**src/rtl/hfu_pkg.sv**
```systemverilog
// Shared sizing defaults and pipeline tag types for the hazard/forwarding unit.
package hfu_pkg;

  localparam int DATA_W     = 16;
  localparam int RA_W       = 3;
  localparam int DEPTH      = 3;
  localparam int NOFWD_ADDR = 7;

  // rd field is sized for the widest supported register address; narrower addresses are zero-extended.
  localparam int RA_MAX = 8;

  typedef struct packed {
    logic              valid;
    logic [RA_MAX-1:0] rd;
    logic              we;
  } hfu_entry_t;

  localparam hfu_entry_t ENTRY_BUBBLE = '{valid: 1'b0, rd: 8'h00, we: 1'b0};

  function automatic logic entry_hits(input hfu_entry_t e, input logic [RA_MAX-1:0] addr);
    return e.valid & e.we & (e.rd == addr);
  endfunction

endpackage

```
**src/rtl/hfu_match.sv**
```systemverilog
// Per-source producer match: youngest matching stage wins, then forward or stall.
// Forwarding is compiled in only when HFU_FWD_EN is defined.
module hfu_match
  import hfu_pkg::*;
#(
  parameter int DATA_W     = hfu_pkg::DATA_W,
  parameter int RA_W       = hfu_pkg::RA_W,
  parameter int DEPTH      = hfu_pkg::DEPTH,
  parameter int NOFWD_ADDR = hfu_pkg::NOFWD_ADDR
) (
  input  hfu_entry_t [DEPTH-1:0]        entries,
  input  logic [RA_W-1:0]               src_addr,
  input  logic                          src_used,
  input  logic [DATA_W-1:0]             src_regdata,
  input  logic [DEPTH*DATA_W-1:0]       stg_data,
  input  logic [DEPTH-1:0]              stg_data_ok,
  output logic [DATA_W-1:0]             opr,
  output logic                          hit,
  output logic                          stall_req
);

  localparam logic [RA_W-1:0] NOFWD = RA_W'(NOFWD_ADDR);

  logic              eligible_s;
  logic              found_s;
  logic              win_ok_s;
  logic [DATA_W-1:0] win_data_s;

  assign eligible_s = src_used & (src_addr != NOFWD);

  // Scan oldest to youngest so the youngest matching stage is the one left standing.
  always_comb begin
    found_s    = 1'b0;
    win_ok_s   = 1'b0;
    win_data_s = '0;
    for (int i = DEPTH - 1; i >= 0; i--) begin
      if (eligible_s && entry_hits(entries[i], RA_MAX'(src_addr))) begin
        found_s    = 1'b1;
        win_ok_s   = stg_data_ok[i];
        win_data_s = stg_data[i*DATA_W +: DATA_W];
      end else begin
        found_s    = found_s;
      end
    end
  end

`ifdef HFU_FWD_EN
  assign hit       = found_s & win_ok_s;
  assign stall_req = found_s & ~win_ok_s;
  assign opr       = hit ? win_data_s : src_regdata;
`else
  logic unused_s;
  assign unused_s  = ^{win_ok_s, win_data_s};
  assign hit       = 1'b0;
  assign stall_req = found_s;
  assign opr       = src_regdata;
`endif

endmodule

```
**src/rtl/hazard_fwd_unit.sv**
```systemverilog
// Producer-tag pipeline with operand forwarding / interlock and a saturating stall counter.
// Define HFU_FWD_EN to enable forwarding; otherwise every dependency stalls.
module hazard_fwd_unit
  import hfu_pkg::*;
#(
  parameter int DATA_W     = hfu_pkg::DATA_W,
  parameter int RA_W       = hfu_pkg::RA_W,
  parameter int DEPTH      = hfu_pkg::DEPTH,
  parameter int NOFWD_ADDR = hfu_pkg::NOFWD_ADDR
) (
  input  logic                    clk,
  input  logic                    resetn,
  input  logic                    issue_valid,
  input  logic [RA_W-1:0]         issue_rd,
  input  logic                    issue_we,
  input  logic                    flush,
  input  logic [RA_W-1:0]         src1_addr,
  input  logic [RA_W-1:0]         src2_addr,
  input  logic                    src1_used,
  input  logic                    src2_used,
  input  logic [DATA_W-1:0]       src1_regdata,
  input  logic [DATA_W-1:0]       src2_regdata,
  input  logic [DEPTH*DATA_W-1:0] stg_data,
  input  logic [DEPTH-1:0]        stg_data_ok,
  output logic [DATA_W-1:0]       opr1,
  output logic [DATA_W-1:0]       opr2,
  output logic                    fwd1_hit,
  output logic                    fwd2_hit,
  output logic                    stall,
  output logic [15:0]             stall_cnt
);

  hfu_entry_t [DEPTH-1:0] entries_q;
  hfu_entry_t [DEPTH-1:0] entries_d;
  logic [15:0]            stall_cnt_q;
  logic [15:0]            stall_cnt_d;
  logic                   stall1_s;
  logic                   stall2_s;
  logic                   stall_s;

  hfu_match #(.DATA_W(DATA_W), .RA_W(RA_W), .DEPTH(DEPTH), .NOFWD_ADDR(NOFWD_ADDR)) u_match1 (
    .entries     (entries_q),
    .src_addr    (src1_addr),
    .src_used    (src1_used),
    .src_regdata (src1_regdata),
    .stg_data    (stg_data),
    .stg_data_ok (stg_data_ok),
    .opr         (opr1),
    .hit         (fwd1_hit),
    .stall_req   (stall1_s)
  );

  hfu_match #(.DATA_W(DATA_W), .RA_W(RA_W), .DEPTH(DEPTH), .NOFWD_ADDR(NOFWD_ADDR)) u_match2 (
    .entries     (entries_q),
    .src_addr    (src2_addr),
    .src_used    (src2_used),
    .src_regdata (src2_regdata),
    .stg_data    (stg_data),
    .stg_data_ok (stg_data_ok),
    .opr         (opr2),
    .hit         (fwd2_hit),
    .stall_req   (stall2_s)
  );

  assign stall_s   = stall1_s | stall2_s;
  assign stall     = stall_s;
  assign stall_cnt = stall_cnt_q;

  // Older tags always advance; stage 0 takes the issue only when neither stalled nor flushed.
  always_comb begin
    entries_d = entries_q;
    for (int i = 1; i < DEPTH; i++) begin
      entries_d[i] = entries_q[i-1];
    end
    if (issue_valid && !stall_s && !flush) begin
      entries_d[0] = '{valid: 1'b1, rd: RA_MAX'(issue_rd), we: issue_we};
    end else begin
      entries_d[0] = ENTRY_BUBBLE;
    end
  end

  // Saturating count of stalled cycles.
  always_comb begin
    if (stall_s && (stall_cnt_q != 16'hFFFF)) begin
      stall_cnt_d = stall_cnt_q + 16'd1;
    end else begin
      stall_cnt_d = stall_cnt_q;
    end
  end

  // State registers.
  always_ff @(posedge clk or negedge resetn) begin
    if (!resetn) begin
      entries_q   <= '0;
      stall_cnt_q <= 16'h0000;
    end else begin
      entries_q   <= entries_d;
      stall_cnt_q <= stall_cnt_d;
    end
  end

endmodule
```
**config.mk**
```make
export PLATFORM = sky130hd
export DESIGN_NAME = hazard_fwd_unit
export DESIGN_NICKNAME = d
export VERILOG_FILES = /design/src/rtl/hfu_pkg.sv /design/src/rtl/hfu_match.sv /design/src/rtl/hazard_fwd_unit.sv
export SDC_FILE = /design/constraint.sdc
export NUM_CORES = 1
export LEC_CHECK = 0
export CORE_MARGIN = 2
export CORE_UTILIZATION = 34
export DETAILED_ROUTE_END_ITERATION = 12
export MAX_ROUTING_LAYER = met4
export PLACE_DENSITY_LB_ADDON = 0.1
export SLEW_MARGIN = 40
export SYNTH_ARGS = -nofsm -noshare
export SYNTH_HDL_FRONTEND = slang
export SYNTH_SLANG_ARGS = --single-unit
```
**constraint.sdc**
```tcl
create_clock -name clk -period 4.9 [get_ports clk]
set_input_delay 0.98 -clock clk [delete_from_list [all_inputs] [get_ports clk]]
set_output_delay 0.98 -clock clk [all_outputs]
set_load 0.01 [all_outputs]
```
# Word level (Yosys, flattened, before mapping)

Cells that the tools add are included.

Reductions and logical operators: 11
Equal/unequal tests: 9
Add/sub/neg operators: 1
Multiplexer cells: 7
Bitwise logic cells: 12

Operator list:

| kind                                                            | count |
|---|---|
| 8-bit by 3-bit == test with 1-bit output                        | 6 |
| 16-bit by 1-bit adder with 16-bit output, second input constant | 1 |
| 16-bit != test, second input constant                           | 1 |
| 1-bit AND                                                       | 11 |
| 10-bit two-way mux                                              | 1 |
| 1-bit logical AND                                               | 9 |
| 1-bit two-way mux                                               | 6 |
| 3-bit != test, second input constant                            | 2 |
| 1-bit zero test                                                 | 2 |
| 1-bit OR                                                        | 1 |

Logic and storage cells: 50
Output and inout port bits: 51
Input port bits: 99
Register bits after elaboration: 46

# Logic depth before layout (Yosys ltp)

Word-level depth: 11
Mapped depth: 8
Depth with buffers taken out: 6

# Modules after synthesis

From an unflattened synthesis, not the netlist that was laid out.

Cells, all modules: 175
Area, all modules: 1808.0 um^2

By module, submodules not included:

| module          | seq. area each (um^2) | instances | cells an instance | area an instance (um^2) |
|---|---|---|---|---|
| hazard_fwd_unit | 775.7                 | 1         | 93                | 1229.9 |
| hfu_match       | 0.0                   | 2         | 41                | 289.0 |

# Least setup slack after synthesis

OpenSTA, ideal clock, no wires.

Path kind: input-to-output
Start point: input src1_addr[2]
End point: output stall
Stages: 7
Slack: 1.936 ns
Data required time: 3.920 ns
Data arrival time: 1.984 ns
Path through: xor2_1 -> nor4_1 -> o311ai_1 -> and2_1 -> buf_6 -> buf_8 -> inv_1

Longest elaborated chain between the ends: 7

Ends and longest elaborated chain:

| item                                                                             | RTL line                       | RTL |
|---|---|---|
| from (decl)                                                                      | hazard_fwd_unit.sv:17          | `input logic [RA_W-1:0] src1_addr,` |
| 8-bit by 3-bit == test with 1-bit output / 3-bit != test (equally long branches) | hfu_pkg.sv:21, hfu_match.sv:29 |  |
| 1-bit AND (on tied branches)                                                     | hfu_pkg.sv:21, hfu_match.sv:29 |  |
| 1-bit logical AND                                                                | hfu_match.sv:37                | `if (eligible_s && entry_hits(entries[i], RA_MAX'(src_addr))) begin` |
| 1-bit two-way mux (2 in series)                                                  | hfu_match.sv:37                |  |
| 1-bit two-way mux (*)                                                            | hfu_match.sv:37                |  |
| 1-bit OR (*)                                                                     | hazard_fwd_unit.sv:65          | `assign stall_s = stall1_s \| stall2_s;` |
| to (decl)                                                                        | hazard_fwd_unit.sv:29          | `output logic stall,` |

Mark *: on every way between the ends. The rest lies on a longest branch, timed or not.

# Worst setup path in the final report

Ends and elaborated chain as after synthesis.

==> results.py <==
metrics = {
    "flow_run": {
        "timing.max_cap.violations": 0,
    },
    "yosys": {
        "synth-seq-cells": 31,
        "syn-mean-instance-area_um2": 10.93,
        "synth_sequential_area_ratio_pct": 45.19,
        "synth_compound_area_share_pct": 1.458,
        "synth-xor-area-share_pct": 16.84,
        "post_synth_main_area_contributors": "sky130_fd_sc_hd__dfrtp_1 45%, sky130_fd_sc_hd__xor2_1 17%, sky130_fd_sc_hd__buf_4 15%, sky130_fd_sc_hd__nor4_1 3.3%, sky130_fd_sc_hd__nor4_4 2.5%",
        "synth_adder_area_share_pct": 0.7289,
        "main_combinational_cell_family_by_area_after_synthesis": "simple AND/OR/NAND/NOR gates",
        "yosysWarnings": 0,
        "synth_simple_gate_area_share_pct": 18.29,
        "synthDominantAreaCellType": "sky130_fd_sc_hd__dfrtp_1",
        "netlist-cell-type-count": 22,
        "synthesis.area_mm2": 0.001717,
        "synth.area.mux_share_pct": 0.6560,
        "synth_top_area_share_pct": 45.19,
        "synthCells": 157,
    },
    "routing": {
        "post_drt_wl_per_cell_um": 14.64,
        "wirelength_met1_um": 1352,
        "detail_route.iter0.violations": 38,
        "detailedRoute.firstPassIterationCount": 4,
        "number_of_design_rule_violations_left_after_detail_routing": 0,
        "route.antenna.remaining_nets": 0,
        "routed_via_density": 4.665,
        "dr.max_layer_used": "met4",
        "route.met3.wl_um": 234,
        "vias": 1073,
        "totalWireLength_um": 3368,
        "wl_met2_um": 1628,
    },
    "cts": {
        "cts.sink_count": 31,
        "cts_tree": "done",
        "insertion_delay_ns": 0.28,
        "htree_levels": 2,
        "cts_buffer_depth": 2,
        "cts_buffers": 5,
        "cts.root.buffer_cell": "sky130_fd_sc_hd__clkbuf_8",
        "clk_transition_reported_paths_ns": 0.07,
        "post_cts.repair.setup_buffers": 0,
        "post_cts_resized": 0,
        "holdBufCountCts": 0,
    },
    "die": {
        "die_x_um": 75.06,
        "die_height_um": 75.06,
        "die_area_mm2": 0.005633,
        "design.core.area_mm2": 0.004786,
        "placementRows": 25,
        "initial_core_utilization_pct": 35.87,
        "io_pins": 150,
    },
    "worst_setup_path": {
        "slowest_delay_ns": 0.53,
        "timing.critical_path.from_type": "input port",
        "setup.worst_path.end_class": "output pin",
        "critPathMostFrequentCell": "sky130_fd_sc_hd__clkdlybuf4s50_1",
        "cp.required_ns": 3.92,
        "cp_arrival_ns": 3.02,
        "timing.critical_path.max_delay_family": "buffers and inverters",
        "worstPathBufferInverterCount": 3,
        "critPathKind": "in -> out",
        "cp_max_fo": 4,
        "cell_with_the_largest_stage_delay_on_the_worst_path": "sky130_fd_sc_hd__clkdlybuf4s50_1",
        "path_cells": "clkdlybuf4s50_1 > xor2_1 > nor4_1 > o311ai_1 > and2_1 > inv_1 > clkdlybuf4s50_1",
    },
    "final_layout": {
        "fillCellCount": 459,
        "final_nets": 263,
        "fin_util_pct": 40.76,
        "diodes": 0,
        "layout.cell_area.non_filler_mm2": 0.001951,
        "area_growth_syn_to_layout_pct": 13.63,
        "drive_above_1_share_pct": 9.816,
    },
    "timing": {
        "timing.final.hold_violations": 0,
        "finalSetupViolCount": 0,
        "whs_ns": 0.3782,
        "setup_repair_after_global_routing_missed_its_margin": "no",
        "max_freq_ghz": 0.2501,
        "tns_ns": 0,
        "fin_ws_ns": 0.9014,
        "fin_skew_ns": 0.007468,
        "max-slew-margin-rel_pct": 63.33,
        "layout_min_cycle_time_ns": 3.999,
        "worst_margin_pin_slew_ns": 0.5460,
        "maxSlewViolCount": 0,
        "fin_crit_sh_pct": 81.60,
    },
    "min_path": {
        "hold_class": "reg -> reg",
    },
    "placement": {
        "preCtsSetupSlack_ns": 0.8896,
        "placed_cell_area_mm2": 0.001858,
        "place_hpwl_um": 2548,
        "io_buffers": 32,
        "routabilityCongestion": 0.8593,
    },
    "power_and_ir_drop": {
        "power.density_cell_area_mw_per_mm2": 310.0,
        "pwr-share-seq_pct": 50.3,
        "pint_uw": 446.1,
        "power.switching_fraction_pct": 26.22,
        "power_frac_clock_pct": 33.8,
        "power.static_leakage_uw": 0.0009010,
        "netSwitchingPower_uw": 158.6,
        "comb_power_share_pct": 15.8,
        "power.ir.vdd_worst_mv": 0.1729,
    },
    "global_routing": {
        "grt_first_pass_wirelength_um": 5485,
        "grt_overflow_total": 0,
        "number_of_antenna_violations_at_the_first_check_in_global_routing": 0,
        "pin_count_of_the_biggest_net_entering_global_routing": 32,
        "grt_use_total_pct": 13.73,
        "number_of_global_route_vias_before_repair": 1115,
    },
    "outcome": {
        "outcome": "finished, final reports clean",
    },
}
## synthesized netlist by cell type (all sizes together)
cell	count
nand4	2
o311ai	2
ha	1
xor2	33
nand3	6
o31ai	1
mux2	1
nor4b	2
nor4	11
nor3	6
nor3b	1
nor2	5
dfrtp	31
buf	36
conb	1
nand2	11
and2	5
inv	1
and3b	1
## power groups by stage
stage / combinational (µW) / clock, µW / sequential (µW)
floorplan: 57.4 / 0 / 313
CTS: 98.1 / 212 / 304
global route: 106 / 228 / 308
finish: 95.8 / 205 / 304
global placement: 97.5 / 0 / 308
detailed placement: 98.1 / 0 / 309
## layout by cell type (no fill, tap or decap)
cell,n
sky130_fd_sc_hd__ha_1,1
sky130_fd_sc_hd__mux2_2,1
sky130_fd_sc_hd__o311ai_1,2
sky130_fd_sc_hd__buf_4,2
sky130_fd_sc_hd__nor4_4,2
sky130_fd_sc_hd__nand2_1,11
sky130_fd_sc_hd__clkdlybuf4s50_1,32
sky130_fd_sc_hd__nor3_1,6
sky130_fd_sc_hd__nor4b_2,2
sky130_fd_sc_hd__nand4_1,2
sky130_fd_sc_hd__and2_1,5
sky130_fd_sc_hd__dfrtp_1,31
sky130_fd_sc_hd__nor3b_2,1
sky130_fd_sc_hd__o31ai_2,1
sky130_fd_sc_hd__xor2_1,33
sky130_fd_sc_hd__clkbuf_8,6
sky130_fd_sc_hd__nand3_1,6
sky130_fd_sc_hd__conb_1,2
sky130_fd_sc_hd__clkinv_2,1
sky130_fd_sc_hd__nor4_1,9
sky130_fd_sc_hd__inv_1,1
sky130_fd_sc_hd__nor2_1,5
sky130_fd_sc_hd__and3b_1,1
## worst reg2reg max path, cell delays in order (launching register included)
cell	delay [ns]
sky130_fd_sc_hd__dfrtp_1	0.41
sky130_fd_sc_hd__xor2_1	0.15
sky130_fd_sc_hd__nor4_1	0.38
sky130_fd_sc_hd__o311ai_1	0.14
sky130_fd_sc_hd__and2_1	0.19
sky130_fd_sc_hd__buf_4	0.21
sky130_fd_sc_hd__nor2_1	0.19
sky130_fd_sc_hd__mux2_2	0.35
## sequential cells by signal, indices dropped and copies added, names as in the netlist
signal	cells
stall_cnt	16
entries_d	10
entries_q	5
## layer usage
layer | vias to the layer above | GRT usage (%)
met4 | 0 | 9.127
met5 | - | -
met3 | 26 | 5.355
li1 | 504 | -
met1 | 507 | 16.11
met2 | 36 | 19.30
## final cells by class
| cell class | instances | area, µm² | area share (%) |
|---|---|---|---|
| Sequential cell | 31 | 775.7 | 39.77 |
| Multi-Input combinational cell | 90 | 664.4 | 34.06 |
| Timing Repair Buffer | 34 | 335.3 | 17.19 |
| Tap cell | 67 | 83.83 | 4.298 |
| Clock buffer | 6 | 82.58 | 4.233 |
| Clock inverter | 1 | 5.005 | 0.2566 |
| Inverter | 1 | 3.754 | 0.1924 |
## through the flow
stage	power, µW	instances
finish	604.7	230
global route	642.3	230
CTS	614.9	230
detailed placement	407.0	223
global placement	405.9	223
floorplan	370.3	158
## kinds of logic (layout without fill, tap and decap cells)
| group | count (synthesis) | after routing |
|---|---|---|
| flops | 31 | 31 |
| xor+xnor | 33 | 33 |
| mux | 1 | 1 |
| simple gates | 50 | 50 |
| compound gates | 3 | 3 |
| other cells | 1 | 2 |
| fa+ha+maj | 1 | 1 |
| buf+inv | 37 | 42 |
## final timing paths
| kind | start | to | slack (ns) | depth (start not counted) |
|---|---|---|---|---|
| min reg2reg | entries_d[19]$_DFF_PN0_ | entries_d[29]$_DFF_PN0_ | 0.38 | 0 |
| min | entries_d[19]$_DFF_PN0_ | entries_d[29]$_DFF_PN0_ | 0.38 | 0 |
| max | src1_addr[2] | stall | 0.90 | 7 |
| min in group asynchronous | resetn | stall_cnt[2]$_DFFE_PN0P_ | 1.12 | 2 |
| max reg2reg | entries_d[13]$_DFF_PN0_ | stall_cnt[1]$_DFFE_PN0P_ | 2.77 | 7 |
| max in group asynchronous | resetn | entries_d[22]$_DFF_PN0_ | 3.49 | 2 |
Power figures use the tool's default switching activity.
==> patch 1: new RTL, same settings <==
Add a define of `HFU_FWD_EN`.
--- a/src/rtl/hfu_match.sv
+++ b/src/rtl/hfu_match.sv
@@ -1,4 +1,6 @@
 // Per-source producer match: youngest matching stage wins, then forward or stall.
 // Forwarding is compiled in only when HFU_FWD_EN is defined.
+`define HFU_FWD_EN
+
 module hfu_match
   import hfu_pkg::*;
Behaviour: not the same (a bounded check fails within 4 cycles, from zero or initial values and one cycle with resetn low).
==> patch 1 against the unedited design <==
  * Area after synthesis rose by 49%
  * Setup slack got worse by 0.74 ns
  * Die area rose by 46%
  * Total power rose by 16%
  * Sequential cell count did not move
  * Sequential share of layout area fell by 22 points
  * Final area rose by 120%
  * Wire length rose to 2.7 times the old value
  * Critical endpoint is now opr2[3]
==> patch 1: results (changes against the unedited design) <==
- Status: finished, final reports clean
- DR vias/cell: 5.234 (+12%)
- Fill count: 645 (+41%)
- Final wirelength: 9069 um (+170%)
- Relative slew slack: 53.59% (-9.7 points)
- Post-synthesis mux area share: 14.54% (+14 points)
- Sequential share of cell area: 17.82% (-22 points)
- Vias in the first global route: 2761 (+150%)
- First-pass GRT wire length: 14620 um (+170%)
- Total GRT Usage: 22.24% (+8.5 points)
- Clkbuf count: 7 (+1)
- Multi-input combinational area share: 38.97% (+4.9 points)
- Post-synthesis xor/xnor area fraction: 10.96% (-5.9 points)
- Worst r2r src: entries_d[23]
- Clock-cell share: 1.868% (-2.6 points)
- Number of multi-input logic gates: 240 (+170%)
- Buffers excl. clock: 164 (+380%)
- Port-buffer cells: 149 (+370%)
- Period Utilization, post-route: 96.68% (+15 points)
- Wl on met1: 3832 um (+180%)
- CP Capture Point: opr2[3]
- WL met3: 762 um (+230%)
- Top area cells in the synthesized netlist: dfrtp_1 (30%), mux2_1 (15%), a22oi_1 (9.7%)
- Pre-CTS setup slack: 0.1323 ns (-0.7574 ns)
- Hold_ws: 0.3714 ns (-0.006827 ns)
- Fin nets: 548 (+110%)
- WP data arrival: 3.76 ns (+0.74 ns)
- Most common cell after layout, fill and taps aside: clkdlybuf4s50_1
- Reg2reg setup slack: 2.05 ns (-0.72 ns)
patch 1: cell count changes in the layout (fill, tap and decap cells not counted), sizes merged, moves of 17 or more:
| cell | delta |
|---|---|
| o21ai | +17 |
| mux2 | +32 |
| a21oi | +19 |
| clkdlybuf4s50 | +117 |
| nor2 | +22 |
| a22oi | +33 |
patch 1: power by group:
group / internal [mW] / switching, mW
clock network: 0.0994 / 0.0894
logic: 0.142 / 0.0734
registers: 0.275 / 0.0215
patch 1: metrics by stage:
| stage | util, % | total power, mW | std cells |
|---|---|---|---|
| after floorplan | - | 0.3538 | 292 |
| after global placement | 58.82 | 0.5103 | 540 |
| after detailed placement | 58.82 | 0.5148 | 540 |
| after CTS | 59.94 | 0.7073 | 548 |
| after global routing | 60.03 | 0.7353 | 548 |
| final | 60.03 | 0.7001 | 548 |
==> patch 2: new RTL, config.mk and constraints unchanged <==
Without the edit above. Reset style: synchronous (`resetn`), changed in one clocked block.
--- a/src/rtl/hazard_fwd_unit.sv
+++ b/src/rtl/hazard_fwd_unit.sv
@@ -90,5 +90,5 @@
 
   // State registers.
-  always_ff @(posedge clk or negedge resetn) begin
+  always_ff @(posedge clk) begin
     if (!resetn) begin
       entries_q   <= '0;
Formal check against the unedited RTL: differs if resetn is asserted again (counterexample within 4 cycles, from zero or initial values and one cycle with resetn low); with resetn held inactive, the same outputs for 10 cycles.
==> patch 2 against the unedited design <==
  * Critical path depth shrank 1
  * Fmax shrank 8.1%
  * Via count grew 24%
  * Setup slack lost 0.35 ns
  * Area after synthesis grew 0.51%
  * Utilization grew 0.099 points
  * Final area grew 0.90%
  * Global-route usage grew 0.34 points
  * Sequential cell count is the same
  * First-iteration DRC count grew 74%
  * Highest routed layer unchanged
  * Wire length grew 8.7%
Power is not compared: it rests on default switching activity, and its combinational part moved more than twofold at a synthesized area within 25%.
==> patch 2: results (changes against the unedited design) <==
- Sequential Area: 620.6 sq um (-20%)
- DR vias/cell: 5.004 (+7.3%)
- Critical path's slowest cell: o311ai_0
- Largest net degree at the start of global routing: 22 (-31%)
- Hold_ws: 0.4487 ns (+0.07050 ns)
- Status: finished, final reports clean
- CTS Buf Count: 5 (unchanged)
- Final wirelength: 3660 um (+8.7%)
- Fin nets: 298 (+13%)
- Worst r2r src: entries_d[13]
- Non-Filler Instances: 266 (+16%)
- Placed Area: 0.001851 sq mm (-0.40%)
- WP data arrival: 3.37 ns (+0.35 ns)
- Fin Setup TNS: 0 ns (unchanged)
- Netlist cell types: 35 (+59%)
- DRT iter0 DRCs: 66 (+74%)
- CP Launch Point: src1_addr[1]
- Total GRT Usage: 14.07% (+0.34 points)
- Hold Path Depth: 1 (+1)
- Prevailing post-synth register cell: dfxtp_1
- Area fraction in compound gates after synthesis: 11.97% (+11 points)
- Post-synthesis mux area share: 1.740% (+1.1 points)
- Worst-path clk slew: 0.07 ns (about the same)
- Worst clock skew: 0.006808 ns (-0.0006596 ns)
- Post-synth ARST share: 0% (-100 points)
- Post-synthesis xor/xnor area fraction: 10.15% (-6.7 points)
- Top area cells in the synthesized netlist: dfxtp_1 (36%), buf_4 (15%), xor2_1 (9.6%)
- Reg2reg setup slack: 2.68 ns (-0.09 ns)
- Top cells by instance count after synthesis: buf_4 (34), dfxtp_1 (31), xor2_1 (19)
- Post-Synthesis Cells: 197 (+25%)
- DP Cell Count: 258 (+16%)
- Vias in the first global route: 1236 (+11%)
- Tightest Pin Transition: 0.7192 ns (+0.1732 ns)
- Setup WS post-layout: 0.5490 ns (-0.3525 ns)
- Fill count: 511 (+11%)
- DP HPWL: 2715 um (+6.6%)
- Worst Reg-to-Reg Cells: 6 (-1)
- First-pass GRT wire length: 5837 um (+6.4%)
- Most common cell after layout, fill and taps aside: clkdlybuf4s50_1
## patch 2: cell types whose count changed in the layout (fill, tap and decap cells not counted), sizes merged, moves of 6 or more
cell and delta:
dfrtp -31, dfxtp +31, xor2 -14, and2 +9
a21oi +6, nand2 +6
## patch 2: worst reg2reg max path, cell delays in order (launching register included)
cell,delay [ns]
dfxtp_1,0.35
xor2_1,0.15
nor4_1,0.43
o311a_1,0.30
o21ai_2,0.24
or4_1,0.54
a21oi_1,0.15
## patch 2: cell type report
cell class                 count  area share, %
sequential                    31          31.53
inverter                       4         0.7629
timing repair buffer          32          16.27
multi-input combinational    124          41.20
tap                           67          4.259
clock buffer                   6          4.196
clock inverter                 2          1.780
## patch 2: power by group through the flow
stage | clock [mW] | sequential (mW) | combinational (mW)
global placement | 0 | 0.262 | 0.0303
global route | 0.280 | 0.256 | 0.0337
detailed placement | 0 | 0.262 | 0.0309
CTS | 0.270 | 0.256 | 0.0311
floorplan | 0 | 0.261 | 0.0411
finish | 0.261 | 0.256 | 0.0307
## patch 2: kinds of logic (layout without fill, tap and decap cells)
| family | Yosys count | in the layout |
|---|---|---|
| AND/OR/NAND/NOR | 70 | 70 |
| multiplexers | 3 | 3 |
| AO/OA/AOI/OAI | 28 | 28 |
| other | 1 | 2 |
| adder cells (fa/ha/maj) | 1 | 1 |
| XOR/XNOR | 20 | 20 |
| flip-flops | 31 | 31 |
| buffers and inverters | 43 | 44 |
## patch 2: final timing paths
kind / to
hold reg to reg: entries_q[29]
setup / recovery: stall
setup reg to reg: stall_cnt[9]
hold / removal: entries_q[29]
## patch 2: routing by layer
metal	part of all wire (%)	vias up	GRT usage (%)
met5	0	-	-
met4	5.4	0	12.09
met3	7.1	39	3.079
met2	44	46	19.69
met1	44	590	16.90
li1	-	656	-
